$ cat src/rtl/uart_config_pkg.sv
// Shared UART configuration types: receiver/baud-generator config structs,
// oversampling default and receiver FSM state encoding.
package uart_config;

    localparam int OVS_DEFAULT = 16;

    typedef struct packed {
        logic [3:0] data_bits;   // 5..8
        logic       parity_en;
        logic       parity_odd;
        logic       stop2;
    } uart_config_rx;

    typedef struct packed {
        logic [15:0] baud_div;
        logic [7:0]  ovs_div;
    } uart_config_bdgen;

    typedef enum logic [2:0] {
        IDLE,
        START,
        DATA,
        PARITY,
        STOP
    } rx_state_t;

endpackage

$ cat src/rtl/uart_sync2.sv
// Two-flop synchronizer for a single asynchronous bit, with a selectable reset value.
module uart_sync2 #(
    parameter logic RST_VAL = 1'b1
) (
    input  logic clk,
    input  logic rstn,
    input  logic d,
    output logic q
);

    logic meta_reg;
    logic sync_reg;

    always_ff @(posedge clk or negedge rstn) begin
        if (!rstn) begin
            meta_reg <= RST_VAL;
            sync_reg <= RST_VAL;
        end else begin
            meta_reg <= d;
            sync_reg <= meta_reg;
        end
    end

    assign q = sync_reg;

endmodule

$ cat src/rtl/uart_rx_core.sv
// UART receiver: oversampled start/data/parity/stop FSM with a one-word
// holding register, valid/ready handshake and overrun reporting.
module uart_rx_core
    import uart_config::*;
#(
    parameter int OVS = OVS_DEFAULT
) (
    input  logic          clk,
    input  logic          rstn,
    input  logic          rx_in,
    input  logic          pls_rx,
    input  uart_config_rx ucfg_rx,
    output logic          en_rxcnt,
    output logic [7:0]    rx_data,
    output logic          rx_valid,
    input  logic          rx_ready,
    output logic          frame_err,
    output logic          parity_err,
    output logic          overrun
);

    localparam int TW = $clog2(OVS);
    localparam logic [TW-1:0] HALF_LAST = TW'(OVS / 2 - 1);
    localparam logic [TW-1:0] BIT_LAST  = TW'(OVS - 1);

    logic rx_s;

    uart_sync2 #(
        .RST_VAL (1'b1)
    ) u_sync (
        .clk  (clk),
        .rstn (rstn),
        .d    (rx_in),
        .q    (rx_s)
    );

    rx_state_t     state_reg, state_next;
    logic [TW-1:0] tick_reg, tick_next;
    logic [3:0]    bit_reg, bit_next;
    logic [7:0]    shreg_reg, shreg_next;
    logic          stop_reg, stop_next;
    logic          pe_reg, pe_next;
    logic          fe_reg, fe_next;
    logic          rx_prev_reg;
    logic          complete;
    logic          load;

    logic [7:0]    rx_data_reg;
    logic          rx_valid_reg;
    logic          frame_err_reg;
    logic          parity_err_reg;
    logic          overrun_reg;

    always_comb begin
        state_next = state_reg;
        tick_next  = tick_reg;
        bit_next   = bit_reg;
        shreg_next = shreg_reg;
        stop_next  = stop_reg;
        pe_next    = pe_reg;
        fe_next    = fe_reg;
        complete   = 1'b0;

        case (state_reg)
            IDLE: begin
                if (rx_prev_reg && !rx_s) begin
                    state_next = START;
                    tick_next  = '0;
                end
            end
            START: begin
                if (pls_rx) begin
                    if (tick_reg == HALF_LAST) begin
                        // Line must still be low at mid start bit, else it was a glitch
                        if (!rx_s) begin
                            state_next = DATA;
                            tick_next  = '0;
                            bit_next   = '0;
                            shreg_next = '0;
                            stop_next  = 1'b0;
                            pe_next    = 1'b0;
                            fe_next    = 1'b0;
                        end else begin
                            state_next = IDLE;
                        end
                    end else begin
                        tick_next = tick_reg + 1'b1;
                    end
                end
            end
            DATA: begin
                if (pls_rx) begin
                    if (tick_reg == BIT_LAST) begin
                        shreg_next[bit_reg[2:0]] = rx_s;
                        tick_next = '0;
                        bit_next  = bit_reg + 4'd1;
                        if (bit_reg == ucfg_rx.data_bits - 4'd1) begin
                            state_next = ucfg_rx.parity_en ? PARITY : STOP;
                        end
                    end else begin
                        tick_next = tick_reg + 1'b1;
                    end
                end
            end
            PARITY: begin
                if (pls_rx) begin
                    if (tick_reg == BIT_LAST) begin
                        pe_next    = rx_s != ((^shreg_reg) ^ ucfg_rx.parity_odd);
                        tick_next  = '0;
                        state_next = STOP;
                    end else begin
                        tick_next = tick_reg + 1'b1;
                    end
                end
            end
            STOP: begin
                if (pls_rx) begin
                    if (tick_reg == BIT_LAST) begin
                        tick_next = '0;
                        if (!rx_s) begin
                            fe_next = 1'b1;
                        end
                        if (ucfg_rx.stop2 && !stop_reg) begin
                            stop_next = 1'b1;
                        end else begin
                            complete   = 1'b1;
                            state_next = IDLE;
                        end
                    end else begin
                        tick_next = tick_reg + 1'b1;
                    end
                end
            end
            default: begin
                state_next = IDLE;
            end
        endcase
    end

    always_ff @(posedge clk or negedge rstn) begin
        if (!rstn) begin
            state_reg   <= IDLE;
            tick_reg    <= '0;
            bit_reg     <= '0;
            shreg_reg   <= '0;
            stop_reg    <= 1'b0;
            pe_reg      <= 1'b0;
            fe_reg      <= 1'b0;
            rx_prev_reg <= 1'b1;
        end else begin
            state_reg   <= state_next;
            tick_reg    <= tick_next;
            bit_reg     <= bit_next;
            shreg_reg   <= shreg_next;
            stop_reg    <= stop_next;
            pe_reg      <= pe_next;
            fe_reg      <= fe_next;
            rx_prev_reg <= rx_s;
        end
    end

    // A completed frame is only accepted when the holding register is free
    // or is being emptied in this very cycle.
    assign load = complete && (!rx_valid_reg || rx_ready);

    always_ff @(posedge clk or negedge rstn) begin
        if (!rstn) begin
            rx_data_reg    <= '0;
            rx_valid_reg   <= 1'b0;
            frame_err_reg  <= 1'b0;
            parity_err_reg <= 1'b0;
            overrun_reg    <= 1'b0;
        end else begin
            overrun_reg <= complete && rx_valid_reg && !rx_ready;
            if (load) begin
                rx_data_reg    <= shreg_next;
                frame_err_reg  <= fe_next;
                parity_err_reg <= pe_next;
                rx_valid_reg   <= 1'b1;
            end else if (rx_ready) begin
                rx_valid_reg <= 1'b0;
            end
        end
    end

    assign en_rxcnt   = (state_reg != IDLE);
    assign rx_data    = rx_data_reg;
    assign rx_valid   = rx_valid_reg;
    assign frame_err  = frame_err_reg;
    assign parity_err = parity_err_reg;
    assign overrun    = overrun_reg;

endmodule

$ cat config.mk
export PLATFORM = sky130hd
export DESIGN_NAME = uart_rx_core
export DESIGN_NICKNAME = d
export VERILOG_FILES = /design/src/rtl/uart_config_pkg.sv /design/src/rtl/uart_sync2.sv /design/src/rtl/uart_rx_core.sv
export SDC_FILE = /design/constraint.sdc
export NUM_CORES = 1
export LEC_CHECK = 0
export CORE_MARGIN = 8
export CORE_UTILIZATION = 55
export CTS_CLUSTER_SIZE = 28
export DETAILED_ROUTE_END_ITERATION = 10
export PLACE_DENSITY = 0.79
export SLEW_MARGIN = 20
export SYNTH_ARGS = -nofsm -noshare
export SYNTH_HDL_FRONTEND = slang
export SYNTH_HIERARCHICAL = 1
export SYNTH_SLANG_ARGS = --single-unit
export TNS_END_PERCENT = 5
$ cat constraint.sdc
create_clock -name clk -period 2.26 [get_ports clk]
set_input_delay 0.565 -clock clk [delete_from_list [all_inputs] [get_ports clk]]
set_output_delay 0.565 -clock clk [all_outputs]
set_load 0.02 [all_outputs]
Word-level counts from Yosys, hierarchy flattened

Index checks and enable logic that the tools add are counted.

Register bits after elaboration: 37
Output and inout bits: 13
Logic and storage cells: 128

Add/subtract/negate cells: 3
Magnitude comparators: 2
Eq/ne operators: 23
Muxes and demuxes: 61
Bitwise gates (word level): 1
Reductions and logical operators: 23

Operator list:

| kind                                                | number |
|---|---|
| two-way mux 4 bit                                   | 10 |
| two-way mux 8 bit                                   | 5 |
| two-way mux 3 bit                                   | 12 |
| != test 2 bit, second input constant                | 13 |
| two-way mux 1 bit                                   | 24 |
| case mux 8 bit (2 select lines)                     | 1 |
| case mux 3 bit (5 select lines)                     | 1 |
| case mux 4 bit (3 select lines)                     | 1 |
| AND reduction 11 bit                                | 1 |
| adder 4 x 1 -> 4 bit, second input constant         | 2 |
| bitwise mux 8 bit                                   | 1 |
| case mux 4 bit (2 select lines)                     | 1 |
| XOR reduction 8 bit                                 | 1 |
| AND reduction 7 bit                                 | 1 |
| equality test 3 x 2 -> 1 bit, second input constant | 2 |
| logical AND 1 bit                                   | 6 |
| case mux 1 bit (2 select lines)                     | 3 |
| AND reduction 6 bit                                 | 1 |
| nonzero test 2 bit                                  | 3 |
| nonzero test 3 bit                                  | 2 |
| AND reduction 5 bit                                 | 1 |
| equality test 4 x 3 -> 1 bit, second input constant | 1 |
| equality test 4 bit                                 | 1 |
| equality test 4 bit, second input constant          | 1 |
| other kinds (15)                                    | 18 |

Logic depth before layout (Yosys ltp)

Gate-level depths: netlist (run 1).

Word-level depth: 8
Depth in mapped cells: 8
Gate-level depth less buffers: 6

Cells and area by module

Netlist (run 1), hierarchy kept.

By module, submodules not included:

| module       | times used | cells each | area an instance (µm²) | seq. area each (µm²) |
|---|---|---|---|---|
| uart_rx_core | 1          | 205        | 2,042.0                | 877.1 |
| uart_sync2   | 1          | 2          | 52.6                   | 52.6 |

Worst setup path before layout (run 1)

No wires, ideal clock.

Kind: input port to flip-flop
Start: input ucfg_rx[3] (netlist bit)
End: register state_reg[2]
Setup time: 0.128 ns
Arrival: 1.653 ns
Data required time: 2.132 ns
Path slack: 0.479 ns
Stages on the path: 6
Buffers on the path: 0
Path through: inv_1 > ha_1 > xor2_1 > a41oi_1 > a2111oi_0 > mux2_1

Cells in the longest elaborated chain, start to end: 4

RTL lines:

| what                                  | line                | text |
|---|---|---|
| start, declared                       | uart_rx_core.sv:12  | `input uart_config_rx ucfg_rx,` |
| subtractor 4 x 1 -> 4 bit             | uart_rx_core.sv:97  | `if (bit_reg == ucfg_rx.data_bits - 4'd1) begin` |
| equality test 4 bit                   | uart_rx_core.sv:97  |  |
| != test 2 bit (no source line)        | -                   |  |
| AND reduction 11 bit (no source line) | -                   |  |
| end signal, assigned                  | uart_rx_core.sv:151 | `state_reg <= state_next;` |
| end, declared                         | uart_rx_core.sv:37  | `rx_state_t state_reg, state_next;` |

Every way passes these cells.
A chain may end at the register's enable or synchronous reset.

Final worst setup path (run 1)

Start: input ucfg_rx[4] (netlist bit)
End: register state_reg[2]

Same word-level chain as after synthesis.

==> results of run 1 <==
## stage by stage
step	cell area [um^2]	total power [W]	hold WS, ps	TNS, ps	cells
6_report	2500	0.00212	363	0	288
5_1_grt	2500	0.00227	367	0	288
4_1_cts	2490	0.00213	364	0	288
3_5_place_dp	2400	0.00166	354	-231	280
3_3_place_gp	2400	0.00164	347	-144	280
2_1_floorplan	2090	0.00144	269	0	207
## metal layers
layer  track usage  up-vias  share of wire
li1              -      790              -
met1         0.196      808           0.46
met2         0.261       24           0.50
met3        0.0518        2          0.036
met4        0.0302        0         0.0038
met5             0        -              0
## synthesized netlist by cell type (all sizes together) (5+ instances only)
| master | n | area share |
|---|---|---|
| nand2 | 24 | 0.043 |
| a31oi | 5 | 0.025 |
| nand3 | 9 | 0.024 |
| dfrtp | 34 | 0.41 |
| o21ai | 20 | 0.048 |
| nor2 | 14 | 0.025 |
| a21oi | 9 | 0.029 |
| buf | 9 | 0.033 |
| mux2i | 7 | 0.033 |
| xnor2 | 11 | 0.046 |
| xor2 | 5 | 0.021 |
| nor2b | 5 | 0.015 |
| mux2 | 6 | 0.034 |
## path summary, 6_finish.rpt
| path | endpoint | slack [ps] | depth (start not counted) |
|---|---|---|---|
| max reg2reg | state_reg[0]$_DFFE_PN0P_ | 300 | 5 |
| min reg2reg | u_sync/q$_DFF_PN1_ | 360 | 0 |
| min | u_sync/q$_DFF_PN1_ | 360 | 0 |
| max | state_reg[2]$_DFFE_PN0P_ | 110 | 7 |
| min in group asynchronous | bit_reg[0]$_DFFE_PN0P_ | 370 | 1 |
| max in group asynchronous | state_reg[0]$_DFFE_PN0P_ | 1330 | 1 |
## cells by family (layout without fill, tap and decap cells)
family | after synthesis | count (layout) | synth area share
muxes | 13 | 13 | 0.0675
adders and majority gates | 3 | 3 | 0.0179
AOI/OAI and AO/OA | 45 | 45 | 0.151
DFF | 37 | 37 | 0.444
and+or+nand+nor | 77 | 77 | 0.208
xor gates and xnor gates | 16 | 16 | 0.0669
buffers and inverters | 16 | 49 | 0.0454
## area by class of cell
| type | instances | area [um^2] | share of cell area |
|---|---|---|---|
| Clock buffer | 8 | 90.1 | 0.0361 |
| Timing Repair Buffer | 36 | 328 | 0.131 |
| Tap cell | 48 | 60.1 | 0.0240 |
| Sequential cell | 37 | 931 | 0.373 |
| Multi-Input combinational cell | 154 | 1070 | 0.428 |
| Inverter | 5 | 18.8 | 0.00752 |
## power groups by stage
stage / registers (W) / logic [W] / clock network (W)
finish: 0.000890 / 0.000766 / 0.000468
global route: 0.000907 / 0.000857 / 0.000508
CTS: 0.000883 / 0.000768 / 0.000482
detailed placement: 0.000896 / 0.000760 / 0
global placement: 0.000891 / 0.000744 / 0
floorplan: 0.000821 / 0.000618 / 0
==> results_dict.tcl, run 1 <==
set metrics [dict create \
    start_util 0.572 \
    crit_fanout 3 \
    hp-class "reg2reg" \
    drcViolationCount 0 \
    worst-path-buf-inv 2 \
    p_clk_frac 0.220 \
    p_comb_frac 0.361 \
    final_nets 254 \
    vias 1624 \
    fin_skew_ps 3.97 \
    io_pins 25 \
    clkTransAtPathRegs_ps 70 \
    core-area_um2 3660 \
    cts_buffer_depth 2 \
    syn-cell-area_um2 2090 \
    cp_slowest_cell "clkdlybuf4s50_1" \
    cts_resized 0 \
    rows 22 \
    drtIter0Drc 119 \
    yosysSeqAreaShare 0.444 \
    firstDrtPassIters 4 \
    grt_pass1_vias 1667 \
    h-tree-depth 2 \
    slowest_delay_ps 490 \
    tightest_slew_ps 817 \
    wl_per_cell_um 15.4 \
    slew_viol_final 0 \
    r2r-start "tick_reg[0]$_DFFE_PN0P_" \
    final_layout_size_suffix_gt1_frac 0.175 \
    final_common_cell "dfrtp_1" \
    synth-edff-count 0 \
    syn_to_final_growth_pct 19.2 \
    cts-root-buf "clkbuf_8" \
    clock_latency_ps 280 \
    ir_drop_mv 0.649 \
    yosysUniqueCellTypes 53 \
    worstPathArrival_ps 2310 \
    via_per_inst 5.64 \
    netlist_instances 207 \
    cts.sinks 37 \
    hold_viol 0 \
    gp_congestion 0.843 \
    grt_max_degree 38 \
    die_y_um 77.7 \
    die_w_um 77.7 \
    p_switching_w 0.000769 \
    worstPathRequired_ps 2420 \
    cts_tree "yes" \
    crit_start "ucfg_rx[4]" \
    ys_ff_latch 37 \
    dp_slack_ps -132 \
    rsz0062_at_grt "false" \
    power_frac_seq 0.419 \
    period_needed_ps 2150 \
    crit_path_start_kind "primary input" \
    crit_family "buffers and inverters" \
    status "complete, no violations" \
    ant_nets 0 \
    antenna_found_initial 0 \
    path_cells "clkdlybuf4s50_1, inv_1, ha_1, xor2_1, a41oi_1, a2111oi_0, mux2_1" \
    ys_async_sr_fraction 1.00 \
    sw_frac_of_total 0.362 \
    dieArea_um2 6040 \
    syn_nets 222 \
    hpwl_mm 3.17 \
    intPower_w 0.00136 \
    numCtsBuffers 5 \
    fin_crit_sh 0.950 \
    cellPowerDensity_nw_per_um2 851 \
    holdBufCountCts 0 \
    fmax_mhz 466 \
    post-cts-setup-buffer-count 0 \
    fin_ws_ps 113 \
    grt_overflow 0 \
    grt_pass1_wl_mm 7.93 \
    syn_area_per_cell_um2 10.1 \
    final_cell_mix "dfrtp_1 (33), nand2_1 (24), clkdlybuf4s50_1 (22), nor2_1 (14)" \
    hp-start "u_sync/meta_reg$_DFF_PN1_" \
    grt_use_total 0.158 \
    final_util 0.682 \
    crit_type "in2reg" \
    numPortBuffers 24 \
    routed_wl_mm 4.44 \
    ys_warn_count 6 \
    slew_headroom 0.455 \
    cp-end-kind "flop" \
    finalSetupViolCount 0 \
    ys.flop_type "dfrtp_1" \
    power.leakage_nw 1.09 \
    diodes 0 \
    drv_cap 0 \
    fillers 291 \
]
Power figures use the tool's default switching activity.
==> run 2: changes to the inputs <==
--- a/config.mk
+++ b/config.mk
@@ -10,7 +10,7 @@
 export CTS_CLUSTER_SIZE = 28
 export DETAILED_ROUTE_END_ITERATION = 10
 export PLACE_DENSITY = 0.79
-export SLEW_MARGIN = 20
+export SLEW_MARGIN = 5
 export SYNTH_ARGS = -nofsm -noshare
 export SYNTH_HDL_FRONTEND = slang
 export SYNTH_HIERARCHICAL = 1
==> results of run 2 <==
Final layout, timing and power as in run 1 (identical DEF).
==> variant, RTL diff (flow settings as in run 2) <==
Change the package constant `OVS_DEFAULT` from 16 to 8.
--- a/src/rtl/uart_config_pkg.sv
+++ b/src/rtl/uart_config_pkg.sv
@@ -2,7 +2,7 @@
 // oversampling default and receiver FSM state encoding.
 package uart_config;
 
-    localparam int OVS_DEFAULT = 16;
+    localparam int OVS_DEFAULT = 8;
 
     typedef struct packed {
         logic [3:0] data_bits;   // 5..8
Behaviour: not the same (Yosys sat finds a counterexample within 10 cycles, from zero or initial values and one cycle with rstn low).
==> variant against run 2 <==
  * Sequential share of layout area shrank 1.8 points
  * Setup slack gained 22 ps
  * Sequential cell count shrank 1
  * Wire length grew 2.4%
  * Combinational power grew 14%
  * Synthesized cell count shrank 4.3%
  * Register-to-register slack lost 170 ps
  * Total power grew 6.7%
  * Via count grew 0.31%
  * Area after synthesis shrank 1.4%
  * Core utilization grew 2.0 points
  * Cell area grew 2.2%
  * Largest power group unchanged
  * Highest routed layer unchanged
==> variant: results (changes against run 2) <==
* Largest net degree at the start of global routing at 37 (-2.6%)
* Clock buffer depth at 2 (unchanged)
* Share of layout cells above drive strength 1 at 19.50% (+2.0 points)
* Via count at 1629 (+0.31%)
* Async set or reset register ratio after synthesis at 100.0% (unchanged)
* Clock Skew at 8.256 ps (+4.291 ps)
* N_diodes at 0 (unchanged)
* Synth Area in Compound Gates at 13.69% (-1.4 points)
* Crit Path Max Fanout at 7 (+4)
* Total CTS buffers at 5 (unchanged)
* CP arrival at 2290 ps (-20 ps)
* CP delay by family, top: multiplexers
* Pre-antenna DRT Iters at 4 (unchanged)
* Syn nets at 216 (-2.7%)
* Adder-cell share of the synthesized area at 3.634% (+1.8 points)
* Synth top area cells: dfrtp_1 40%, mux2i_1 4.8%, xnor2_1 4.7%, dfstp_2 3.8%, ha_1 3.6%
* Root Buffer: clkbuf_8
* Fin nets at 258 (+1.6%)
* CTS resizes at 0 (unchanged)
* Initial antenna violation count at 0 (unchanged)
* Main flop type after synthesis: dfrtp_1
* Clock slew at reported path FFs at 70 ps (about the same)
* Status: finished, final reports clean
* Hpwl dp at 3.438 mm (+8.3%)
* First-pass GRT wire length at 8.010 mm (+1.0%)
* Total Routing Usage GR at 16.25% (+0.45 points)
* H-tree Lvls at 2 (unchanged)
* Most frequent cells after synthesis: 33 x dfrtp_1, 15 x nor2_1, 11 x xnor2_1
* Wire per inst at 15.73 µm (+2.0%)
* Yosys warning total at 6 (unchanged)
* Final RePlAce weighted congestion at 0.8961 (+6.3%)
* Final WL at 4.546 mm (+2.4%)
* Post-synthesis mux area share at 10.30% (+3.5 points)
* Synth unique cells at 48 (-9.4%)
* Met1 Usage GRT at 17.76% (-1.9 points)
* Post-CTS Setup Inserts at 0 (unchanged)
* PortBufs at 24 (unchanged)
* Dpl cells at 281 (+0.36%)
* Crit path max-delay cell type: dfrtp_1
* HP Class: reg2reg
* Later-pin clock latency in the skew report at 290 ps
* Normalized max-slew margin at 69.08% (+24 points)
* Worst path max stage delay at 370 ps (-120 ps)
* Synth Area in XOR/XNOR at 7.208% (+0.52 points)
* Number of global-route vias before repair at 1768 (+6.1%)
* Max VDD drop at 0.0005481 V (-16%)
* Lkg Pwr at 0.001132 µW (+4.2%)
* Met3 Usage GRT at 4.662% (-0.52 points)
* DRC violations left at 0 (unchanged)
* DR iter-0 viols at 109 (-8.4%)
* Met2 global-route usage at 28.56% (+2.4 points)
* Seq/Total Area, Yosys at 43.79% (-0.59 points)
* Avg Cell Area, Syn at 10.43 µm² (+3.1%)
* Placed cell areas at 0.002459 mm² (+2.3%)
==> variant: cell types whose count changed after synthesis, moves of 4 or more <==
cell	run 2	this run
nand2_1	24	10
a21oi_2	4	0
o21ai_1	8	3
nor3_1	1	6
inv_1	4	9
nand3_1	8	2
o2bb2ai_1	0	6
o21ai_0	12	6
==> variant: report_power, final <==
group          total [µW]  internal [µW]  switching (µW)
clock                 474            248             226
sequential            917            763             154
combinational         876            428             448
==> variant: per-layer routing <==
| metal | routed length (µm) | vias up |
|---|---|---|
| li1 | - | 785 |
| met2 | 2364 | 37 |
| met3 | 224 | 6 |
| met4 | 65 | 0 |
| met5 | 0 | - |
| met1 | 1892 | 801 |
==> variant: layout make-up <==
class	count	area, µm²
Multi-Input combinational cell	143	1066
Clock inverter	1	7.507
Timing Repair Buffer	44	390.4
Sequential cell	36	904.6
Tap cell	48	60.06
Clock buffer	7	86.33
Inverter	10	37.54
Fill cell	292	1081
==> variant: through the flow <==
stage / worst slack (ps) / power (µW) / util [%]
2_1_floorplan: 443.0 / 1543 / -
3_3_place_gp: 2.077 / 1743 / 67.67
3_5_place_dp: -93.39 / 1808 / 67.67
4_1_cts: 124.8 / 2285 / 70.25
5_1_grt: 20.60 / 2414 / 70.25
6_report: 135.0 / 2266 / 70.25
==> variant: path summary, 6_finish.rpt <==
check | from | to | slack, ps | cells past startpoint
min in group asynchronous | rstn | bit_reg[2] | 700 | 2
max in group asynchronous | rstn | rx_prev_reg | 1220 | 2
worst max-delay path | tick_reg[0] | rx_data[2] | 130 | 7
worst min-delay path | u_sync/meta_reg | u_sync/q | 360 | 0
worst min register to register | u_sync/meta_reg | u_sync/q | 360 | 0
worst max register to register | tick_reg[0] | rx_data[2] | 130 | 7
==> variant: cell families after synthesis <==
logic type / count (synthesis)
flops: 36
fa+ha+maj: 6
xor+xnor: 17
compound gates: 40
mux: 20
simple gates: 60
buf+inv: 19
